===== src/rtl/unified_mem_arbiter_if.sv =====
// unified_mem_arbiter_if: bus bundle between the unified memory arbiter and its
// requesters (fetch F, load/store D, external E) plus the single memory port.
//   slave  modport : arbiter side (takes requests and memory read data, drives
//                    grants, responses, memory controls and e_starved_o)
//   master modport : requester/memory side (the mirror image)
interface unified_mem_arbiter_if #(
    parameter int unsigned XLEN = 32
);
    // fetch port (read only)
    logic            f_req_i;
    logic [XLEN-1:0] f_addr_i;
    logic            f_gnt_o;
    logic            f_rvalid_o;
    logic [XLEN-1:0] f_rdata_o;

    // load/store port
    logic            d_req_i;
    logic            d_we_i;
    logic [XLEN-1:0] d_addr_i;
    logic [XLEN-1:0] d_wdata_i;
    logic            d_gnt_o;
    logic            d_rvalid_o;
    logic [XLEN-1:0] d_rdata_o;

    // external debug/loader port
    logic            e_req_i;
    logic            e_we_i;
    logic [XLEN-1:0] e_addr_i;
    logic [XLEN-1:0] e_wdata_i;
    logic            e_gnt_o;
    logic            e_rvalid_o;
    logic [XLEN-1:0] e_rdata_o;
    logic            e_starved_o;

    // unified memory port
    logic [XLEN-1:0] mem_addr_o;
    logic [XLEN-1:0] mem_wdata_o;
    logic            mem_we_o;
    logic [XLEN-1:0] mem_rdata_i;

    modport slave (
        input  f_req_i, f_addr_i,
        input  d_req_i, d_we_i, d_addr_i, d_wdata_i,
        input  e_req_i, e_we_i, e_addr_i, e_wdata_i,
        input  mem_rdata_i,
        output f_gnt_o, f_rvalid_o, f_rdata_o,
        output d_gnt_o, d_rvalid_o, d_rdata_o,
        output e_gnt_o, e_rvalid_o, e_rdata_o, e_starved_o,
        output mem_addr_o, mem_wdata_o, mem_we_o
    );

    modport master (
        output f_req_i, f_addr_i,
        output d_req_i, d_we_i, d_addr_i, d_wdata_i,
        output e_req_i, e_we_i, e_addr_i, e_wdata_i,
        output mem_rdata_i,
        input  f_gnt_o, f_rvalid_o, f_rdata_o,
        input  d_gnt_o, d_rvalid_o, d_rdata_o,
        input  e_gnt_o, e_rvalid_o, e_rdata_o, e_starved_o,
        input  mem_addr_o, mem_wdata_o, mem_we_o
    );
endinterface


===== src/rtl/unified_mem_arbiter.sv =====
// unified_mem_arbiter: per-cycle arbiter sharing one unified instruction+data
// memory between core fetch (F), core load/store (D) and an external port (E).
// At most one access is granted per cycle; the winner drives the memory port and
// its response (read data or store ack) returns exactly one cycle later.
//
// Ports:
//   clk_i  - system clock
//   rst_i  - synchronous active-high reset
//   bus    - unified_mem_arbiter_if.slave (all request/response/memory signals)
//
// Configuration macro: UNIFIED_MEM_ARB_EXT_EN
//   defined   : E port active, normal priority D > F > E, boosted E > D > F
//               after MAX_WAIT consecutive denied cycles.
//   undefined : E inputs ignored, E outputs tied 0, fixed priority D > F.
module unified_mem_arbiter #(
    parameter int unsigned XLEN     = 32,
    parameter int unsigned MAX_WAIT = 4
) (
    input  logic                   clk_i,
    input  logic                   rst_i,
    unified_mem_arbiter_if.slave   bus
);
    localparam int unsigned WAIT_W = 4;

    // Winner flags for the current cycle
    logic f_win;
    logic d_win;
    logic e_win;

    // Registered responses
    logic            f_rvalid_q;
    logic [XLEN-1:0] f_rdata_q;
    logic            d_rvalid_q;
    logic [XLEN-1:0] d_rdata_q;

`ifdef UNIFIED_MEM_ARB_EXT_EN
    localparam logic [WAIT_W-1:0] MAX_WAIT_C = WAIT_W'(MAX_WAIT);

    logic [WAIT_W-1:0] wait_cnt;
    logic [WAIT_W-1:0] wait_nxt;
    logic              boost;
    logic              e_starved_q;
    logic              e_rvalid_q;
    logic [XLEN-1:0]   e_rdata_q;

    assign boost = (wait_cnt == MAX_WAIT_C);
`else
    // External port is compiled out; its inputs are intentionally unused.
    logic unused_ext;
    assign unused_ext = ^{bus.e_req_i, bus.e_we_i, bus.e_addr_i, bus.e_wdata_i,
                          WAIT_W'(MAX_WAIT)};
`endif

    // Priority select; grants are held off while reset is asserted.
    always_comb begin
        f_win = 1'b0;
        d_win = 1'b0;
        e_win = 1'b0;
        if (!rst_i) begin
`ifdef UNIFIED_MEM_ARB_EXT_EN
            if (boost && bus.e_req_i) begin
                e_win = 1'b1;
            end else if (bus.d_req_i) begin
                d_win = 1'b1;
            end else if (bus.f_req_i) begin
                f_win = 1'b1;
            end else if (bus.e_req_i) begin
                e_win = 1'b1;
            end
`else
            if (bus.d_req_i) begin
                d_win = 1'b1;
            end else if (bus.f_req_i) begin
                f_win = 1'b1;
            end
`endif
        end
    end

    // Memory port mux; all zero when nobody wins.
    always_comb begin
        bus.mem_addr_o  = '0;
        bus.mem_wdata_o = '0;
        bus.mem_we_o    = 1'b0;
        if (d_win) begin
            bus.mem_addr_o  = bus.d_addr_i;
            bus.mem_wdata_o = bus.d_wdata_i;
            bus.mem_we_o    = bus.d_we_i;
        end else if (f_win) begin
            bus.mem_addr_o  = bus.f_addr_i;
`ifdef UNIFIED_MEM_ARB_EXT_EN
        end else if (e_win) begin
            bus.mem_addr_o  = bus.e_addr_i;
            bus.mem_wdata_o = bus.e_wdata_i;
            bus.mem_we_o    = bus.e_we_i;
`endif
        end
    end

`ifdef UNIFIED_MEM_ARB_EXT_EN
    // Starvation counter: counts consecutive denied E cycles, saturating.
    always_comb begin
        wait_nxt = wait_cnt;
        if (!bus.e_req_i || e_win) begin
            wait_nxt = '0;
        end else if (wait_cnt != MAX_WAIT_C) begin
            wait_nxt = wait_cnt + WAIT_W'(1);
        end
    end
`endif

    // Response registers: one-cycle rvalid pulse, rdata held until next response.
    always_ff @(posedge clk_i) begin
        if (rst_i) begin
            f_rvalid_q  <= 1'b0;
            f_rdata_q   <= '0;
            d_rvalid_q  <= 1'b0;
            d_rdata_q   <= '0;
`ifdef UNIFIED_MEM_ARB_EXT_EN
            e_rvalid_q  <= 1'b0;
            e_rdata_q   <= '0;
            wait_cnt    <= '0;
            e_starved_q <= 1'b0;
`endif
        end else begin
            f_rvalid_q <= f_win;
            d_rvalid_q <= d_win;
            if (f_win) begin
                f_rdata_q <= bus.mem_rdata_i;
            end
            if (d_win) begin
                d_rdata_q <= bus.d_we_i ? '0 : bus.mem_rdata_i;
            end
`ifdef UNIFIED_MEM_ARB_EXT_EN
            e_rvalid_q <= e_win;
            if (e_win) begin
                e_rdata_q <= bus.e_we_i ? '0 : bus.mem_rdata_i;
            end
            wait_cnt    <= wait_nxt;
            // Tracks wait_cnt == MAX_WAIT from the same edge the counter moves.
            e_starved_q <= (wait_nxt == MAX_WAIT_C);
`endif
        end
    end

    assign bus.f_gnt_o    = f_win;
    assign bus.f_rvalid_o = f_rvalid_q;
    assign bus.f_rdata_o  = f_rdata_q;
    assign bus.d_gnt_o    = d_win;
    assign bus.d_rvalid_o = d_rvalid_q;
    assign bus.d_rdata_o  = d_rdata_q;

`ifdef UNIFIED_MEM_ARB_EXT_EN
    assign bus.e_gnt_o     = e_win;
    assign bus.e_rvalid_o  = e_rvalid_q;
    assign bus.e_rdata_o   = e_rdata_q;
    assign bus.e_starved_o = e_starved_q;
`else
    assign bus.e_gnt_o     = e_win;
    assign bus.e_rvalid_o  = 1'b0;
    assign bus.e_rdata_o   = '0;
    assign bus.e_starved_o = 1'b0;
`endif

endmodule


===== src/flat_wrapper.sv =====
// flat-port wrapper written by rule: the top's interface ports become plain ports
module unified_mem_arbiter_flat 
#(
    parameter int unsigned XLEN     = 32,
    parameter int unsigned MAX_WAIT = 4
)
  (clk_i, rst_i, bus_f_req_i, bus_f_addr_i, bus_d_req_i, bus_d_we_i, bus_d_addr_i, bus_d_wdata_i, bus_e_req_i, bus_e_we_i, bus_e_addr_i, bus_e_wdata_i, bus_mem_rdata_i, bus_f_gnt_o, bus_f_rvalid_o, bus_f_rdata_o, bus_d_gnt_o, bus_d_rvalid_o, bus_d_rdata_o, bus_e_gnt_o, bus_e_rvalid_o, bus_e_rdata_o, bus_e_starved_o, bus_mem_addr_o, bus_mem_wdata_o, bus_mem_we_o);
  unified_mem_arbiter_if #(.XLEN(XLEN)) bus_i ();
  input  logic clk_i;
  input  logic rst_i;
  input wire logic [$bits(bus_i.f_req_i)-1:0] bus_f_req_i;
  input wire logic [$bits(bus_i.f_addr_i)-1:0] bus_f_addr_i;
  input wire logic [$bits(bus_i.d_req_i)-1:0] bus_d_req_i;
  input wire logic [$bits(bus_i.d_we_i)-1:0] bus_d_we_i;
  input wire logic [$bits(bus_i.d_addr_i)-1:0] bus_d_addr_i;
  input wire logic [$bits(bus_i.d_wdata_i)-1:0] bus_d_wdata_i;
  input wire logic [$bits(bus_i.e_req_i)-1:0] bus_e_req_i;
  input wire logic [$bits(bus_i.e_we_i)-1:0] bus_e_we_i;
  input wire logic [$bits(bus_i.e_addr_i)-1:0] bus_e_addr_i;
  input wire logic [$bits(bus_i.e_wdata_i)-1:0] bus_e_wdata_i;
  input wire logic [$bits(bus_i.mem_rdata_i)-1:0] bus_mem_rdata_i;
  output wire logic [$bits(bus_i.f_gnt_o)-1:0] bus_f_gnt_o;
  output wire logic [$bits(bus_i.f_rvalid_o)-1:0] bus_f_rvalid_o;
  output wire logic [$bits(bus_i.f_rdata_o)-1:0] bus_f_rdata_o;
  output wire logic [$bits(bus_i.d_gnt_o)-1:0] bus_d_gnt_o;
  output wire logic [$bits(bus_i.d_rvalid_o)-1:0] bus_d_rvalid_o;
  output wire logic [$bits(bus_i.d_rdata_o)-1:0] bus_d_rdata_o;
  output wire logic [$bits(bus_i.e_gnt_o)-1:0] bus_e_gnt_o;
  output wire logic [$bits(bus_i.e_rvalid_o)-1:0] bus_e_rvalid_o;
  output wire logic [$bits(bus_i.e_rdata_o)-1:0] bus_e_rdata_o;
  output wire logic [$bits(bus_i.e_starved_o)-1:0] bus_e_starved_o;
  output wire logic [$bits(bus_i.mem_addr_o)-1:0] bus_mem_addr_o;
  output wire logic [$bits(bus_i.mem_wdata_o)-1:0] bus_mem_wdata_o;
  output wire logic [$bits(bus_i.mem_we_o)-1:0] bus_mem_we_o;
  assign bus_i.f_req_i = bus_f_req_i;
  assign bus_i.f_addr_i = bus_f_addr_i;
  assign bus_i.d_req_i = bus_d_req_i;
  assign bus_i.d_we_i = bus_d_we_i;
  assign bus_i.d_addr_i = bus_d_addr_i;
  assign bus_i.d_wdata_i = bus_d_wdata_i;
  assign bus_i.e_req_i = bus_e_req_i;
  assign bus_i.e_we_i = bus_e_we_i;
  assign bus_i.e_addr_i = bus_e_addr_i;
  assign bus_i.e_wdata_i = bus_e_wdata_i;
  assign bus_i.mem_rdata_i = bus_mem_rdata_i;
  assign bus_f_gnt_o = bus_i.f_gnt_o;
  assign bus_f_rvalid_o = bus_i.f_rvalid_o;
  assign bus_f_rdata_o = bus_i.f_rdata_o;
  assign bus_d_gnt_o = bus_i.d_gnt_o;
  assign bus_d_rvalid_o = bus_i.d_rvalid_o;
  assign bus_d_rdata_o = bus_i.d_rdata_o;
  assign bus_e_gnt_o = bus_i.e_gnt_o;
  assign bus_e_rvalid_o = bus_i.e_rvalid_o;
  assign bus_e_rdata_o = bus_i.e_rdata_o;
  assign bus_e_starved_o = bus_i.e_starved_o;
  assign bus_mem_addr_o = bus_i.mem_addr_o;
  assign bus_mem_wdata_o = bus_i.mem_wdata_o;
  assign bus_mem_we_o = bus_i.mem_we_o;
  unified_mem_arbiter #(.XLEN(XLEN), .MAX_WAIT(MAX_WAIT)) u_core (.clk_i(clk_i), .rst_i(rst_i), .bus(bus_i));
endmodule

===== config.mk =====
export PLATFORM = sky130hd
export DESIGN_NAME = unified_mem_arbiter_flat
export DESIGN_NICKNAME = d
export VERILOG_FILES = /design/src/rtl/unified_mem_arbiter_if.sv /design/src/rtl/unified_mem_arbiter.sv /design/src/flat_wrapper.sv
export SDC_FILE = /design/constraint.sdc
export NUM_CORES = 1
export LEC_CHECK = 0
export CELL_PAD_IN_SITES_DETAIL_PLACEMENT = 1
export CELL_PAD_IN_SITES_GLOBAL_PLACEMENT = 1
export CORE_ASPECT_RATIO = 0.6
export CORE_MARGIN = 5
export CORE_UTILIZATION = 21
export DETAILED_ROUTE_END_ITERATION = 10
export GPL_TIMING_DRIVEN = 1
export PLACE_DENSITY_LB_ADDON = 0.1
export RECOVER_POWER = 50
export SYNTH_ARGS = -nofsm -noshare
export SYNTH_HDL_FRONTEND = slang
export SYNTH_SLANG_ARGS = --single-unit

===== constraint.sdc =====
create_clock -name clk_i -period 1.6 [get_ports clk_i]
set_input_delay 0.16 -clock clk_i [delete_from_list [all_inputs] [get_ports clk_i]]
set_output_delay 0.16 -clock clk_i [all_outputs]
set_load 0.02 [all_outputs]

==> results of run 1 <==
-- final cells by class --
type / instances / area [µm²]
repair buffers: 284 / 2630
clock buffers: 10 / 239
well taps: 234 / 293
fillers: 2029 / 10700
clock inverters: 6 / 65.1
multi-input cells: 297 / 2030
flip-flops and latches: 66 / 1320
inverters: 1 / 3.75
-- state kept, by name, indices dropped and copies added (netlist names) --
name and flops:
u_core.bus.f_rdata_o 32, u_core.bus.d_rdata_o 32, u_core.bus.d_rvalid_o 1, u_core.bus.f_rvalid_o 1
-- per-stage QoR --
step | hold slack, ps | cell area, µm² | utilization, %
2_1_floorplan | 326 | 3880 | -
6_report | 381 | 6580 | 38.0
3_3_place_gp | 455 | 6420 | 37.1
5_1_grt | 400 | 6580 | 38.0
4_1_cts | 371 | 6620 | 38.2
3_5_place_dp | 459 | 6420 | 37.1
-- cell usage after synthesis, types with 2 or more instances --
master,count
dfxtp_1,66
nand2b_1,64
buf_4,40
and2_1,35
a21oi_1,32
a32o_1,32
nand3b_1,32
nand4bb_1,32
o21ai_0,30
clkbuf_1,24
buf_6,9
buf_2,7
nor2b_4,2
o21ai_1,2
-- how the worst min path moves through the flow --
stage	cells past startpoint	startpoint	end
after detailed placement	2	u_core.bus.d_rdata_o[22]	u_core.bus.d_rdata_o[22]
after CTS	3	rst_i	u_core.bus.d_rdata_o[22]
after floorplan	2	bus_mem_rdata_i[23]	u_core.bus.d_rdata_o[23]
after global routing	3	rst_i	u_core.bus.d_rdata_o[22]
after global placement	2	u_core.bus.d_rdata_o[28]	u_core.bus.d_rdata_o[28]
final	3	rst_i	u_core.bus.d_rdata_o[22]
-- per-layer routing --
| layer | share of wire, % | wire, µm |
|---|---|---|
| met5 | 0 | 0 |
| met1 | 44 | 7640 |
| met4 | 2.1 | 370 |
| met2 | 46 | 8080 |
| met3 | 8.0 | 1410 |
-- kinds of logic after synthesis --
kind of cell	after synthesis	synth area share (%)
compound gates	96	17.1
simple gates	166	33.4
flops	66	35.2
buf+inv	81	14.1
other cells	1	0.100
-- power groups by stage --
stage,combinational (W),clock [W],sequential [W]
2_1_floorplan,0.000595,0,0.00187
3_3_place_gp,0.00136,0,0.00179
3_5_place_dp,0.00137,0,0.00179
4_1_cts,0.00134,0.00210,0.00176
5_1_grt,0.00141,0.00218,0.00177
6_report,0.00131,0.00202,0.00176
-- timing repair --
action	4_1_cts	5_1_grt
gates resized for setup	157	0
hold buffers	0	0
setup buffers	2	0
endpoints found under the setup margin	55	0
==> impl_metrics.py, run 1 <==
metrics = {
    "setup_path": {
        "cpPeakStageDelay_ps": 680,
        "path_cells": "clkdlybuf4s50_1",
        "cp_data_arrival_time_ps": 1360,
        "worst_path_dominant_cell_family": "buffers and inverters",
        "critPathBufInv": 1,
        "r2r_setup_slack_ps": 900,
        "r2r-end": "u_core.bus.d_rdata_o[4]",
        "startpoint": "u_core.bus.d_rdata_o[30]",
        "cp.depth": 1,
        "worstSetupEndpointType": "output pin",
        "crit_required_ps": 1440,
        "rr_startpoint": "u_core.bus.d_rdata_o[4]",
        "crit_slowest_cell": "clkdlybuf4s50_1",
        "critPathLaunchType": "flip-flop",
        "worst-r2r-cell-count": 2,
        "cp-endpoint": "bus_d_rdata_o[30]",
        "path_class": "flip-flop to output pin",
        "crit_fanout": 2,
    },
    "place": {
        "place_ws_ps": -489,
        "place_inst": 878,
        "place_congestion": 0.788,
        "port_buffers": 265,
        "dpl.hpwl_um": 13100,
    },
    "detailed_routing": {
        "drt_iter0_markers": 152,
        "wl_um": 17500,
        "wl_per_cell_um": 19.5,
        "drc": 0,
        "postRouteAntennaNets": 0,
        "firstDrtPassIters": 4,
        "vias": 3970,
        "via_per_inst": 4.42,
    },
    "floorplanning": {
        "die-height_um": 114,
        "std_cell_rows": 37,
        "die-area_mm2": 0.0207,
        "start_util_pct": 21.7,
        "io_pins": 367,
        "core-area_mm2": 0.0173,
        "fp.dieW_um": 183,
    },
    "synth": {
        "synth_edf_count": 0,
        "synth.largest_area_cell": "dfxtp_1",
        "synth.distinct_cells": 17,
        "synth.avg_cell_area_um2": 9.15,
        "synth_seq_cells": 66,
        "syn_area_mm2": 0.00375,
        "syn_inst": 410,
        "netlist.area_leader.share_pct": 35.2,
        "yosys-top-cells-area": "dfxtp_1 35%, nand2b_1 11%, nand4bb_1 9.6%",
        "async_flop_share_pct": 0,
        "synth-main-ff-cell": "dfxtp_1",
        "yosysWarnings": 0,
        "synth-seq-area-share_pct": 35.2,
    },
    "grt": {
        "grtUsageMet2_pct": 25.9,
        "grt_pass1_vias": 4291,
        "gr-usage-met3_pct": 5.93,
        "grt_start_max_net_pins": 65,
        "use_met1_pct": 21.0,
        "gr-usage-all-layers_pct": 16.4,
        "overflow": 0,
        "grt_pass1_wl_um": 26400,
        "gr-max-usage-layer": "met2",
        "antenna_found_initial": 0,
    },
    "timing": {
        "fin_tns_setup_ps": 0,
        "fin_crit_ps": 1520,
        "fmax_mhz": 660,
        "setup_viol_count_final": 0,
        "finalHoldViolCount": 0,
        "slew_viol_final": 0,
        "period_share_pct": 94.7,
        "relSlewSlack_pct": 28.8,
        "tightest_slew_ps": 1070,
        "fin_ws_ps": 84.1,
        "rsz0062_at_grt": "no",
        "finalClockSkew_ps": 0,
    },
    "layout": {
        "layout_commonest_cell": "clkdlybuf4s50_1",
        "layout.nets": 858,
        "n_antenna_cell": 0,
        "instances_no_fill": 898,
        "final_cell_mix": "190 x clkdlybuf4s50_1, 66 x dfxtp_1, 64 x nand2b_1, 35 x conb_1",
        "area_growth_pct": 75.5,
        "layout-drive-gt1-share_pct": 10.8,
    },
    "cts": {
        "path_clk_slew_ps": 60,
        "cts_tree": "yes",
        "cts_root_buf": "clkbuf_16",
        "cts_buffers": 9,
        "htree_levels": 3,
        "ctsLongestPathBuffers": 2,
        "cts.sinks": 66,
        "worst_skew_pair.late_latency_ps": 330,
    },
    "power_and_ir_drop": {
        "clkPwrFrac_pct": 39.7,
        "power_leakage_nw": 2.50,
        "power_w": 0.00509,
        "power_frac_comb_pct": 25.8,
        "sequentialPowerShare_pct": 34.5,
        "swShare_pct": 28.7,
        "p_sw_w": 0.00146,
        "intPower_w": 0.00363,
        "power_density_mw_per_mm2": 774,
        "irDropWorstVdd_uv": 422,
    },
    "job": {
        "cap_violations": 0,
    },
    "worst_hold_path": {
        "hold_path_class": "primary input to flip-flop",
    },
    "outcome": {
        "outcome": "completed",
    },
}
(Power assumes the default switching activity.)
==> run 2, diff against run 1 <==
- RECOVER_POWER: 50 -> 100
==> run 2 against run 1 <==
First-iteration DRC count is 18% higher. Core utilization decreased by 0.079 points. Critical path depth unchanged. Critical path type unchanged. Critical endpoint is now bus_f_rdata_o[19]. Largest power group unchanged. Highest routed layer unchanged.
==> impl_metrics.py, run 2 (synthesis gave the netlist of run 1 again) <==
metrics = {
    "outcome": {
        "outcome": "completed",
    },
    "timing": {
        "fin_ws_ps": 53.9,
        "finalHoldViolCount": 0,
        "rsz0062_at_grt": "no",
        "relSlewSlack_pct": 29.3,
        "setup_viol_count_final": 0,
        "fin_tns_setup_ps": 0,
        "finalClockSkew_ps": 0,
        "fmax_mhz": 647,
        "slew_viol_final": 0,
        "tightest_slew_ps": 1060,
        "period_share_pct": 96.6,
        "fin_crit_ps": 1550,
    },
    "setup_path": {
        "cp_data_arrival_time_ps": 1390,
        "cpPeakStageDelay_ps": 730,
        "crit_slowest_cell": "dlygate4sd3_1",
        "worstSetupEndpointType": "output pin",
        "crit_required_ps": 1440,
        "worst_path_dominant_cell_family": "buffers and inverters",
        "r2r-end": "u_core.bus.d_rdata_o[4]",
        "critPathLaunchType": "flip-flop",
        "crit_fanout": 2,
        "r2r_setup_slack_ps": 900,
        "path_cells": "dlygate4sd3_1",
        "path_class": "flip-flop to output pin",
        "rr_startpoint": "u_core.bus.d_rdata_o[4]",
        "worst-r2r-cell-count": 2,
        "critPathBufInv": 1,
    },
    "detailed_routing": {
        "via_per_inst": 4.39,
        "drc": 0,
        "postRouteAntennaNets": 0,
        "firstDrtPassIters": 6,
        "wl_um": 17500,
        "vias": 3945,
        "drt_iter0_markers": 179,
        "wl_per_cell_um": 19.5,
    },
    "layout": {
        "layout-drive-gt1-share_pct": 9.49,
        "layout_commonest_cell": "clkdlybuf4s50_1",
        "area_growth_pct": 75.1,
        "n_antenna_cell": 0,
        "layout.nets": 858,
        "final_cell_mix": "150 x clkdlybuf4s50_1, 66 x dfxtp_1, 64 x nand2b_1, 46 x dlygate4sd3_1, 35 x conb_1",
        "fill_cells": 2030,
        "instances_no_fill": 898,
    },
    "place": {
        "place_congestion": 0.788,
        "place_ws_ps": -489,
        "dpl.hpwl_um": 13100,
        "port_buffers": 265,
        "place_inst": 878,
    },
    "worst_hold_path": {
        "hold_start": "rst_i",
        "hold_path_class": "primary input to flip-flop",
        "hold_depth": 3,
        "hold_end": "u_core.bus.d_rdata_o[22]",
    },
    "cts": {
        "cts_tree": "yes",
        "cts_root_buf": "clkbuf_16",
        "ctsLongestPathBuffers": 2,
        "cts.sinks": 66,
        "path_clk_slew_ps": 60,
        "htree_levels": 3,
        "cts_buffers": 9,
        "ctsHoldBuffers": 0,
        "worst_skew_pair.late_latency_ps": 330,
    },
    "floorplanning": {
        "die-height_um": 114,
        "start_util_pct": 21.7,
        "fp.dieW_um": 183,
        "std_cell_rows": 37,
        "core-area_mm2": 0.0173,
        "die-area_mm2": 0.0207,
        "io_pins": 367,
    },
    "grt": {
        "antenna_found_initial": 0,
        "grt_start_max_net_pins": 65,
        "gr-usage-all-layers_pct": 16.4,
        "overflow": 0,
        "grt_pass1_vias": 4291,
        "grt_pass1_wl_um": 26400,
    },
    "power_and_ir_drop": {
        "power_leakage_nw": 2.58,
        "irDropWorstVdd_uv": 421,
        "power_density_mw_per_mm2": 772,
    },
    "job": {
        "cap_violations": 0,
    },
}
==> run 2: changes by cell type in the layout (fill, tap and decap cells not counted), sizes merged <==
cell	delta
clkdlybuf4s50	-40
dlygate4sd3	+40
buf	-29
clkbuf	+29
==> run 2: how the worst max path moves through the flow <==
stage / from / to / slack [ps] / depth (start not counted)
after detailed placement: bus_f_req_i / bus_mem_addr_o[22] / -490 / 5
after floorplan: rst_i / bus_mem_addr_o[13] / 460 / 4
final: u_core.bus.f_rdata_o[19] / bus_f_rdata_o[19] / 50 / 1
after global placement: bus_f_req_i / bus_mem_addr_o[16] / -470 / 5
after CTS: u_core.bus.d_rdata_o[29] / bus_d_rdata_o[29] / 30 / 1
after global routing: bus_d_req_i / bus_d_gnt_o / 20 / 4
==> run 2: metrics by stage <==
| stage | area [µm²] | utilization [%] | power (W) | hold WS (ps) |
|---|---|---|---|---|
| floorplan | 3880 | - | 0.00247 | 326 |
| global placement | 6420 | 37.1 | 0.00315 | 455 |
| detailed placement | 6420 | 37.1 | 0.00316 | 459 |
| CTS | 6620 | 38.2 | 0.00520 | 371 |
| global route | 6570 | 37.9 | 0.00533 | 400 |
| finish | 6570 | 37.9 | 0.00507 | 374 |
==> run 2: what timing repair did <==
action,CTS,global route
buffers inserted,2,0
endpoints found under the setup margin,55,0
resized for setup,157,0
==> run 2: routing by layer <==
metal,track usage (%),vias to the layer above,share of wire (%)
met5,0,-,0
met4,4.65,0,2.2
met3,5.93,18,7.9
met2,25.9,148,46
met1,21.0,1900,44
li1,-,1879,-
==> run 2: layout make-up <==
| class | count | area (µm²) | area share [%] |
|---|---|---|---|
| multi-input combinational | 297 | 2030 | 30.8 |
| clock buffer | 10 | 239 | 3.64 |
| clock inverter | 6 | 65.1 | 0.991 |
| tap | 234 | 293 | 4.46 |
| timing repair buffer | 284 | 2620 | 39.9 |
| sequential | 66 | 1320 | 20.1 |
| inverter | 1 | 3.75 | 0.0572 |
==> run 2: power by group <==
group          internal (W)  switching [W]  leakage, nW  total, W
Sequential          0.00172      0.0000380        0.539   0.00175
Combinational      0.000643       0.000649         1.89   0.00129
Clock               0.00125       0.000774        0.149   0.00203
Total               0.00361        0.00146         2.58   0.00507
==> run 3, diff against run 2 <==
- CAP_MARGIN: not set -> 5
==> results of run 3 <==
The final DEF is identical to that of run 2; final timing and power are the same.
